File: src/rtl/vga_timing_gen_640x480_if.sv
// Raster timing bus: advance enable toward the generator, counts/syncs/markers back out.
// Widths are set by the instantiating context to match the generator's totals.
interface vga_timing_gen_640x480_if #(
    parameter int HW      = 10,
    parameter int VW      = 10,
    parameter int FRAME_W = 16
);
    logic               clk_en;
    logic [HW-1:0]      hcount;
    logic [VW-1:0]      vcount;
    logic               hsync;
    logic               vsync;
    logic               active;
    logic               line_start;
    logic               new_frame;
    logic [FRAME_W-1:0] frame_count;

    modport master (
        input  clk_en,
        output hcount, vcount, hsync, vsync, active, line_start, new_frame, frame_count
    );

    modport slave (
        output clk_en,
        input  hcount, vcount, hsync, vsync, active, line_start, new_frame, frame_count
    );
endinterface

File: src/rtl/vga_timing_gen_640x480.sv
// Raster timing generator: pixel/line counters, syncs, active flag, line/frame pulses, frame counter.
// Decode is registered from next-state counts (zero latency vs counts); clk_en low freezes every register.
module vga_timing_gen_640x480 #(
    parameter int H_ACTIVE = 640,
    parameter int H_FP     = 16,
    parameter int H_SYNC   = 96,
    parameter int H_BP     = 48,
    parameter int V_ACTIVE = 480,
    parameter int V_FP     = 10,
    parameter int V_SYNC   = 2,
    parameter int V_BP     = 33,
    parameter bit SYNC_POL = 1'b0,
    parameter int FRAME_W  = 16
) (
    input  logic                              clk_25mhz,
    input  logic                              rst,
    vga_timing_gen_640x480_if.master          vid
);
    localparam int H_TOTAL = H_ACTIVE + H_FP + H_SYNC + H_BP;
    localparam int V_TOTAL = V_ACTIVE + V_FP + V_SYNC + V_BP;
    localparam int HW      = $clog2(H_TOTAL);
    localparam int VW      = $clog2(V_TOTAL);

    localparam logic [HW-1:0] H_LAST    = HW'(H_TOTAL - 1);
    localparam logic [HW-1:0] H_ACT_END = HW'(H_ACTIVE);
    localparam logic [HW-1:0] HS_BEG    = HW'(H_ACTIVE + H_FP);
    localparam logic [HW-1:0] HS_END    = HW'(H_ACTIVE + H_FP + H_SYNC);
    localparam logic [VW-1:0] V_LAST    = VW'(V_TOTAL - 1);
    localparam logic [VW-1:0] V_ACT_END = VW'(V_ACTIVE);
    localparam logic [VW-1:0] VS_BEG    = VW'(V_ACTIVE + V_FP);
    localparam logic [VW-1:0] VS_END    = VW'(V_ACTIVE + V_FP + V_SYNC);
    localparam logic          SYNC_OFF  = ~SYNC_POL;

    logic [HW-1:0]      h_q, h_nxt;
    logic [VW-1:0]      v_q, v_nxt;
    logic [FRAME_W-1:0] frame_q;
    logic               frame_wrap;
    logic               active_q, hsync_q, vsync_q, line_start_q, new_frame_q;

    // Totals are not powers of two, so wrap on explicit compare rather than overflow.
    always_comb begin
        h_nxt      = h_q + 1'b1;
        v_nxt      = v_q;
        frame_wrap = 1'b0;
        if (h_q == H_LAST) begin
            h_nxt = '0;
            if (v_q == V_LAST) begin
                v_nxt      = '0;
                frame_wrap = 1'b1;
            end else begin
                v_nxt = v_q + 1'b1;
            end
        end
    end

    // Reset parks on the last pixel so the first enabled edge lands on (0,0).
    always_ff @(posedge clk_25mhz or posedge rst) begin
        if (rst) begin
            h_q          <= H_LAST;
            v_q          <= V_LAST;
            frame_q      <= '0;
            active_q     <= 1'b0;
            hsync_q      <= SYNC_OFF;
            vsync_q      <= SYNC_OFF;
            line_start_q <= 1'b0;
            new_frame_q  <= 1'b0;
        end else if (vid.clk_en) begin
            h_q          <= h_nxt;
            v_q          <= v_nxt;
            if (frame_wrap) begin
                frame_q <= frame_q + 1'b1;
            end
            active_q     <= (h_nxt < H_ACT_END) && (v_nxt < V_ACT_END);
            hsync_q      <= ((h_nxt >= HS_BEG) && (h_nxt < HS_END)) ? SYNC_POL : SYNC_OFF;
            vsync_q      <= ((v_nxt >= VS_BEG) && (v_nxt < VS_END)) ? SYNC_POL : SYNC_OFF;
            line_start_q <= (h_nxt == '0);
            new_frame_q  <= (h_nxt == '0) && (v_nxt == '0);
        end
    end

    assign vid.hcount      = h_q;
    assign vid.vcount      = v_q;
    assign vid.frame_count = frame_q;
    assign vid.active      = active_q;
    assign vid.hsync       = hsync_q;
    assign vid.vsync       = vsync_q;
    assign vid.line_start  = line_start_q;
    assign vid.new_frame   = new_frame_q;
endmodule
File: src/flat_wrapper.sv
// flat-port wrapper written by rule: the top's interface ports become plain ports
module vga_timing_gen_640x480_flat 
#(
    parameter int H_ACTIVE = 640,
    parameter int H_FP     = 16,
    parameter int H_SYNC   = 96,
    parameter int H_BP     = 48,
    parameter int V_ACTIVE = 480,
    parameter int V_FP     = 10,
    parameter int V_SYNC   = 2,
    parameter int V_BP     = 33,
    parameter bit SYNC_POL = 1'b0,
    parameter int FRAME_W  = 16
)
  (clk_25mhz, rst, vid_clk_en, vid_hcount, vid_vcount, vid_hsync, vid_vsync, vid_active, vid_line_start, vid_new_frame, vid_frame_count);
  vga_timing_gen_640x480_if #(.FRAME_W(FRAME_W)) vid_i ();
  input  logic clk_25mhz;
  input  logic rst;
  input wire logic [$bits(vid_i.clk_en)-1:0] vid_clk_en;
  output wire logic [$bits(vid_i.hcount)-1:0] vid_hcount;
  output wire logic [$bits(vid_i.vcount)-1:0] vid_vcount;
  output wire logic [$bits(vid_i.hsync)-1:0] vid_hsync;
  output wire logic [$bits(vid_i.vsync)-1:0] vid_vsync;
  output wire logic [$bits(vid_i.active)-1:0] vid_active;
  output wire logic [$bits(vid_i.line_start)-1:0] vid_line_start;
  output wire logic [$bits(vid_i.new_frame)-1:0] vid_new_frame;
  output wire logic [$bits(vid_i.frame_count)-1:0] vid_frame_count;
  assign vid_i.clk_en = vid_clk_en;
  assign vid_hcount = vid_i.hcount;
  assign vid_vcount = vid_i.vcount;
  assign vid_hsync = vid_i.hsync;
  assign vid_vsync = vid_i.vsync;
  assign vid_active = vid_i.active;
  assign vid_line_start = vid_i.line_start;
  assign vid_new_frame = vid_i.new_frame;
  assign vid_frame_count = vid_i.frame_count;
  vga_timing_gen_640x480 #(.H_ACTIVE(H_ACTIVE), .H_FP(H_FP), .H_SYNC(H_SYNC), .H_BP(H_BP), .V_ACTIVE(V_ACTIVE), .V_FP(V_FP), .V_SYNC(V_SYNC), .V_BP(V_BP), .SYNC_POL(SYNC_POL), .FRAME_W(FRAME_W)) u_core (.clk_25mhz(clk_25mhz), .rst(rst), .vid(vid_i));
endmodule
File: config.mk
export PLATFORM = sky130hd
export DESIGN_NAME = vga_timing_gen_640x480_flat
export DESIGN_NICKNAME = d
export VERILOG_FILES = /design/src/rtl/vga_timing_gen_640x480_if.sv /design/src/rtl/vga_timing_gen_640x480.sv /design/src/flat_wrapper.sv
export SDC_FILE = /design/constraint.sdc
export NUM_CORES = 1
export LEC_CHECK = 0
export ABC_AREA = 1
export BUFFER_PORTS_ARGS = -buffer_cell sky130_fd_sc_hd__buf_2
export CAP_MARGIN = 30
export CORE_ASPECT_RATIO = 1.1
export CORE_MARGIN = 1.5
export CORE_UTILIZATION = 30
export DETAILED_ROUTE_END_ITERATION = 8
export PLACE_DENSITY = 0.6
export SLEW_MARGIN = 20
export SYNTH_ARGS = -nofsm -noshare
export SYNTH_HDL_FRONTEND = slang
export SYNTH_SLANG_ARGS = --single-unit
File: constraint.sdc
create_clock -name clk_25mhz -period 1.9 [get_ports clk_25mhz]
set_input_delay 0.38 -clock clk_25mhz [delete_from_list [all_inputs] [get_ports clk_25mhz]]
set_output_delay 0.38 -clock clk_25mhz [all_outputs]
set_load 0.02 [all_outputs]
==> impl_metrics.json, run 1 <==
{
  "violations": "setup timing",
  "startpoint_type": "register",
  "max_freq_ghz": 0.507,
  "cts_buffer_depth": 2,
  "place_area_um2": 3250,
  "leakage_nw": 1.85,
  "r2r_end": "u_core.vid.new_frame$_DFFE_PP0P_",
  "grt_use_total": 0.163,
  "die_h_um": 102,
  "setup_viol": 5,
  "synth-edff-count": 0,
  "peakVddDrop_uv": 298,
  "grt_pass1_wl_um": 12000,
  "crit_arrival_ps": 2220,
  "synth_common_cells": "nand2_1 (107), inv_1 (49), nand3_1 (34), nor2_1 (34), dfrtp_1 (29)",
  "outcome": "complete, but fails checks",
  "maxCapViolations": 0,
  "hold_class": "input pin to async pin",
  "rr_worst_depth": 12,
  "place_hpwl_um": 5390,
  "avgRoutedWirePerCell_um": 13.0,
  "dp.cells": 547,
  "vias": 2677,
  "initial_core_util": 0.314,
  "grt_max_degree": 42,
  "route.detailed.vias_per_inst": 4.76,
  "totalPowerFinal_w": 0.00361,
  "fin_worst_skew_ps": 10.2,
  "ys_seq_area_frac": 0.391,
  "cp_max_fo": 7,
  "cts.sinks": 41,
  "synthTopCellsByArea": "dfrtp_1 (27%), nand2_1 (15%), dfstp_2 (12%)",
  "yosys_warnings": 0,
  "synthArstFlopShare": 1.00,
  "relSlewSlack": 0.648,
  "drive_above_1_share": 0.330,
  "io_buffers": 43,
  "pin_count": 44,
  "clkLatencyLatePin_ps": 310,
  "cts_tree": "built",
  "dr.pass1.iters": 6,
  "fillers": 872,
  "rows": 35,
  "ys_ff_latch": 41,
  "instances_no_fill": 562,
  "syn_inst": 365,
  "synth_top_area_share": 0.272,
  "syn_nets": 373,
  "syn_to_final_growth_pct": 33.3,
  "dieArea_um2": 9460,
  "coreArea_um2": 8500,
  "r2r_slack_ps": -70,
  "endpoint": "u_core.vid.new_frame$_DFFE_PP0P_",
  "clkSlewWorstSetupHoldPaths_ps": 90,
  "cts_hold_buf": 0,
  "diodes": 0,
  "finalCritPeriodShare": 1.04,
  "r2r_start": "u_core.vid.hcount[1]$_DFFE_PP1P_",
  "drv_slew": 0,
  "synth.avg_cell_area_um2": 7.30,
  "required_ps": 2150,
  "worstSetupPathType": "register to register",
  "setup_slack_ps": -73.0,
  "cp-end-kind": "register",
  "yosysTopAreaCell": "dfrtp_1",
  "chipWidth_um": 92.9,
  "synth.most_common_cell": "nand2_1",
  "ys.flop_type": "dfrtp_1",
  "fin_crit_ps": 1970,
  "cts_htree_levels": 2,
  "remaining_drc_errors": 0,
  "fin_area_um2": 3550,
  "rsz0062_at_grt": "yes",
  "ant_nets": 0,
  "antenna_found_initial": 0,
  "layout.nets": 458,
  "tightest_slew_ps": 528,
  "gp_congestion": 0.948,
  "powerDensity_nw_per_um2": 1020,
  "syn-cell-area_um2": 2670,
  "grt_pass1_vias": 2569,
  "hold_violations": 0,
  "cp-startpoint": "u_core.vid.hcount[1]$_DFFE_PP1P_",
  "wl_um": 7330,
  "drt_iter0_drc": 159,
  "synthDistinctLibCells": 35,
  "grt-ovfl-total": 0,
  "cts_root_buffer": "clkbuf_8",
  "numCtsBuffers": 5
}
stage by stage:
stage | hold slack, ps | TNS (ps) | setup slack (ps) | util
floorplan | 530 | 0 | 30.2 | -
global placement | 465 | -76.7 | -54.2 | 0.383
global route | 256 | -693 | -160 | 0.418
CTS | 216 | -3.71 | -3.71 | 0.399
finish | 191 | -123 | -73.0 | 0.418
detailed placement | 470 | -115 | -66.2 | 0.383
registers in the layout (all words and copies together), names as in the netlist:
register and count:
u_core.vid.new_frame 1, u_core.vid.hsync 1, u_core.vid.hcount 10, u_core.vid.frame_count 16, u_core.vid.line_start 1, u_core.vid.active 1
u_core.vid.vcount 10, u_core.vid.vsync 1
layout make-up:
cell class	instances	area (µm²)	share of cell area
sequential	41	1040	0.293
clock inverter	1	30.0	0.00845
tap	111	139	0.0391
multi-input combinational	267	1510	0.424
clock buffer	7	86.3	0.0243
inverter	50	188	0.0528
timing repair buffer	85	562	0.158
routing by layer:
metal / wire [µm] / global-route usage / share of wire
met4: 172 / 0.0606 / 0.023
met3: 362 / 0.0268 / 0.049
met1: 3160 / 0.198 / 0.43
met2: 3630 / 0.289 / 0.50
met5: 0 / 0 / 0
cells by family (layout without fill, tap and decap cells):
kind of cell,after synthesis,after routing,share of synthesized area
AOI/OAI and AO/OA,31,31,0.0629
xor gates and xnor gates,16,16,0.0526
adders and majority gates,5,5,0.0235
buffers and inverters,57,143,0.0869
DFF,41,41,0.391
and+or+nand+nor,215,215,0.384
placed cells by master, fill, tap and decap left out, types with 5 or more instances in the layout:
master / n
nand2_1: 100
inv_1: 46
buf_2: 43
buf_4: 36
nand3_1: 31
dfrtp_1: 29
nor2_1: 25
o21ai_0: 23
xor2_1: 12
dfstp_2: 12
nor2_2: 10
nand4_1: 8
nand2_2: 7
nor3_1: 6
clkbuf_8: 6
nor2_4: 5
nand3_2: 5
buf_6: 5
worst min path at each step:
stage | from | to | cells after the start
4_1_cts | rst | u_core.vid.hcount[7]$_DFFE_PP0P_ | 3
5_1_grt | rst | u_core.vid.frame_count[12]$_DFFE_PP0P_ | 3
3_5_place_dp | u_core.vid.new_frame$_DFFE_PP0P_ | u_core.vid.new_frame$_DFFE_PP0P_ | 2
2_1_floorplan | u_core.vid.hcount[1]$_DFFE_PP1P_ | u_core.vid.hcount[1]$_DFFE_PP1P_ | 2
3_3_place_gp | u_core.vid.new_frame$_DFFE_PP0P_ | u_core.vid.new_frame$_DFFE_PP0P_ | 2
6_report | rst | u_core.vid.frame_count[12]$_DFFE_PP0P_ | 3
worst max-delay path, cell delays in order (launching register included):
cell and delay [ps]:
dfstp_2 570, ha_4 180, nand3_4 90, nor2_4 160
nand2_4 120, buf_6 160, nand2_1 60, nand2_2 90
nor2_2 150, nand2_2 80, nor2_1 110, nand3_1 80
nand2_1 60
what timing repair did:
item,CTS,global route
setup buffers,1,6
pin swaps,1,22
setup endpoints to repair,4,15
resized for setup,5,30
report_power, final:
part           leakage [nW]  switching [W]  total, W  internal [W]
logic                  1.30       0.000977   0.00160      0.000623
clock network        0.0585       0.000336  0.000765      0.000429
registers             0.494       0.000175   0.00125       0.00107
Note: power is estimated with default switching activity, not from simulation.
==> inputs of run 2 (changes only) <==
--- a/config.mk
+++ b/config.mk
@@ -8,11 +8,13 @@
 export ABC_AREA = 1
 export BUFFER_PORTS_ARGS = -buffer_cell sky130_fd_sc_hd__buf_2
 export CAP_MARGIN = 30
+export CELL_PAD_IN_SITES_DETAIL_PLACEMENT = 1
+export CELL_PAD_IN_SITES_GLOBAL_PLACEMENT = 2
 export CORE_ASPECT_RATIO = 1.1
 export CORE_MARGIN = 1.5
-export CORE_UTILIZATION = 30
+export CORE_UTILIZATION = 29
 export DETAILED_ROUTE_END_ITERATION = 8
-export PLACE_DENSITY = 0.6
+export PLACE_DENSITY = 0.86
 export SLEW_MARGIN = 20
 export SYNTH_ARGS = -nofsm -noshare
 export SYNTH_HDL_FRONTEND = slang
==> impl_metrics.json, run 2 (synthesis results as in run 1) <==
{
  "crit_family": "simple AND/OR/NAND/NOR gates",
  "worstSetupPathType": "register to register",
  "peakVddDrop_uv": 301,
  "grt_pass1_vias": 2822,
  "final_cell_mix": "nand2_1 (100), inv_1 (49), buf_2 (43)",
  "grt-ovfl-total": 0,
  "antenna_found_initial": 0,
  "clkSlewWorstSetupHoldPaths_ps": 90,
  "cp_max_fo": 11,
  "startpoint_type": "register",
  "rsz0062_at_grt": "yes",
  "hold_violations": 0,
  "place_area_um2": 3290,
  "path_common_cell": "nor2_4",
  "route.detailed.vias_per_inst": 4.74,
  "cts_htree_levels": 2,
  "pin_count": 44,
  "crit_arrival_ps": 2090,
  "max_freq_ghz": 0.526,
  "place_ws_ps": -24.8,
  "maxCapViolations": 0,
  "layout.nets": 457,
  "crit_buf_inv": 1,
  "required_ps": 2090,
  "avgRoutedWirePerCell_um": 14.5,
  "fin_area_um2": 3530,
  "die_h_um": 104,
  "io_buffers": 43,
  "clkLatencyLatePin_ps": 300,
  "largest_reg_flops": 16,
  "vias": 2671,
  "coreArea_um2": 8870,
  "cp-startpoint": "u_core.vid.hcount[1]$_DFFE_PP1P_",
  "cts_buffer_depth": 2,
  "fillers": 1133,
  "tightest_slew_ps": 551,
  "slowest_delay_ps": 570,
  "final_common_cell": "nand2_1",
  "setup_viol": 0,
  "crit_chain": "ha_4 > nand4_4 > nor2_4 > buf_12 > nand2_4 > nor2_8 > nand3_4 > nor2_4 > nand2_2 > xor2_1",
  "cp-end-kind": "register",
  "syn_to_final_growth_pct": 32.5,
  "drt_iter0_drc": 118,
  "drive_above_1_share": 0.320,
  "rows": 36,
  "totalPowerFinal_w": 0.00365,
  "dieArea_um2": 9770,
  "place_hpwl_um": 6300,
  "cts.sinks": 41,
  "fin_worst_skew_ps": 9.54,
  "powerDensity_nw_per_um2": 1030,
  "wl_um": 8160,
  "relSlewSlack": 0.632,
  "finalCritPeriodShare": 1.00,
  "diodes": 0,
  "r2r_start": "u_core.vid.hcount[1]$_DFFE_PP1P_",
  "dr.pass1.iters": 4,
  "gp_congestion": 0.875,
  "drv_slew": 0,
  "leakage_nw": 1.83,
  "grt_max_degree": 42,
  "numCtsBuffers": 5,
  "grt_use_total": 0.178,
  "chipWidth_um": 94.4,
  "hold_class": "input pin to async pin",
  "cts_tree": "built",
  "fin_util": 0.398,
  "grt_pass1_wl_um": 13700,
  "outcome": "finished clean",
  "ant_nets": 0,
  "crit_slowest_cell": "dfstp_2",
  "initial_core_util": 0.300,
  "fin_crit_ps": 1900,
  "cts_root_buffer": "clkbuf_8",
  "setup_slack_ps": 0.455,
  "remaining_drc_errors": 0
}
run 2: final timing paths:
| kind | end | slack, ps | cells after the start |
|---|---|---|---|
| max | u_core.vid.frame_count[6]$_DFFE_PP0P_ | 0.5 | 10 |
| min | u_core.vid.frame_count[8]$_DFFE_PP0P_ | 210 | 3 |
| max reg2reg | u_core.vid.frame_count[6]$_DFFE_PP0P_ | 0.5 | 10 |
| min reg2reg | u_core.vid.line_start$_DFFE_PP0P_ | 490 | 2 |
| max in group asynchronous | u_core.vid.vcount[1]$_DFFE_PP0P_ | 1290 | 3 |
| min in group clk_25mhz | u_core.vid.line_start$_DFFE_PP0P_ | 490 | 2 |
run 2: timing repair:
item                       4_1_cts  5_1_grt
buffers inserted                 1        3
hold buffers                     0        0
setup endpoints to repair        6       17
resized for setup                5       21
pin swaps                        2        9
run 2: worst reg2reg max path, cell delays in order, from the launching register on:
cell and delay (ps):
dfstp_2 570, ha_4 170, nand4_4 130, nor2_4 150
buf_12 140, nand2_4 80, nor2_8 130, nand3_4 100
nor2_4 120, nand2_2 60, xor2_1 140
run 2: area by class of cell:
class	count	area [µm²]	share of cell area
multi-input combinational	267	1490	0.421
sequential	41	1040	0.295
timing repair buffer	84	556	0.157
inverter	50	188	0.0531
tap	114	143	0.0404
clock buffer	7	86.3	0.0244
clock inverter	1	30.0	0.00850
run 2: stage by stage:
stage	TNS, ps	instances	hold WS (ps)
CTS	-16.4	561	230
finish	0	564	209
detailed placement	-36.6	552	472
global placement	0	552	467
global route	-712	564	266
floorplan	0	365	530
run 2: layer usage:
| layer | vias to the layer above | routed length (µm) | track usage | share of wire |
|---|---|---|---|---|
| met4 | 0 | 43 | 0.0405 | 0.0053 |
| met5 | - | 0 | 0 | 0 |
| met1 | 1311 | 3680 | 0.227 | 0.45 |
| li1 | 1325 | - | - | - |
| met2 | 31 | 4230 | 0.310 | 0.52 |
| met3 | 4 | 201 | 0.0286 | 0.025 |
run 2: power breakdown:
group          total [W]  internal, W  leakage, nW  switching [W]
clock           0.000768     0.000429       0.0585       0.000338
combinational    0.00163     0.000644         1.28       0.000989
sequential       0.00125      0.00107        0.492       0.000180
total            0.00365      0.00215         1.83        0.00151
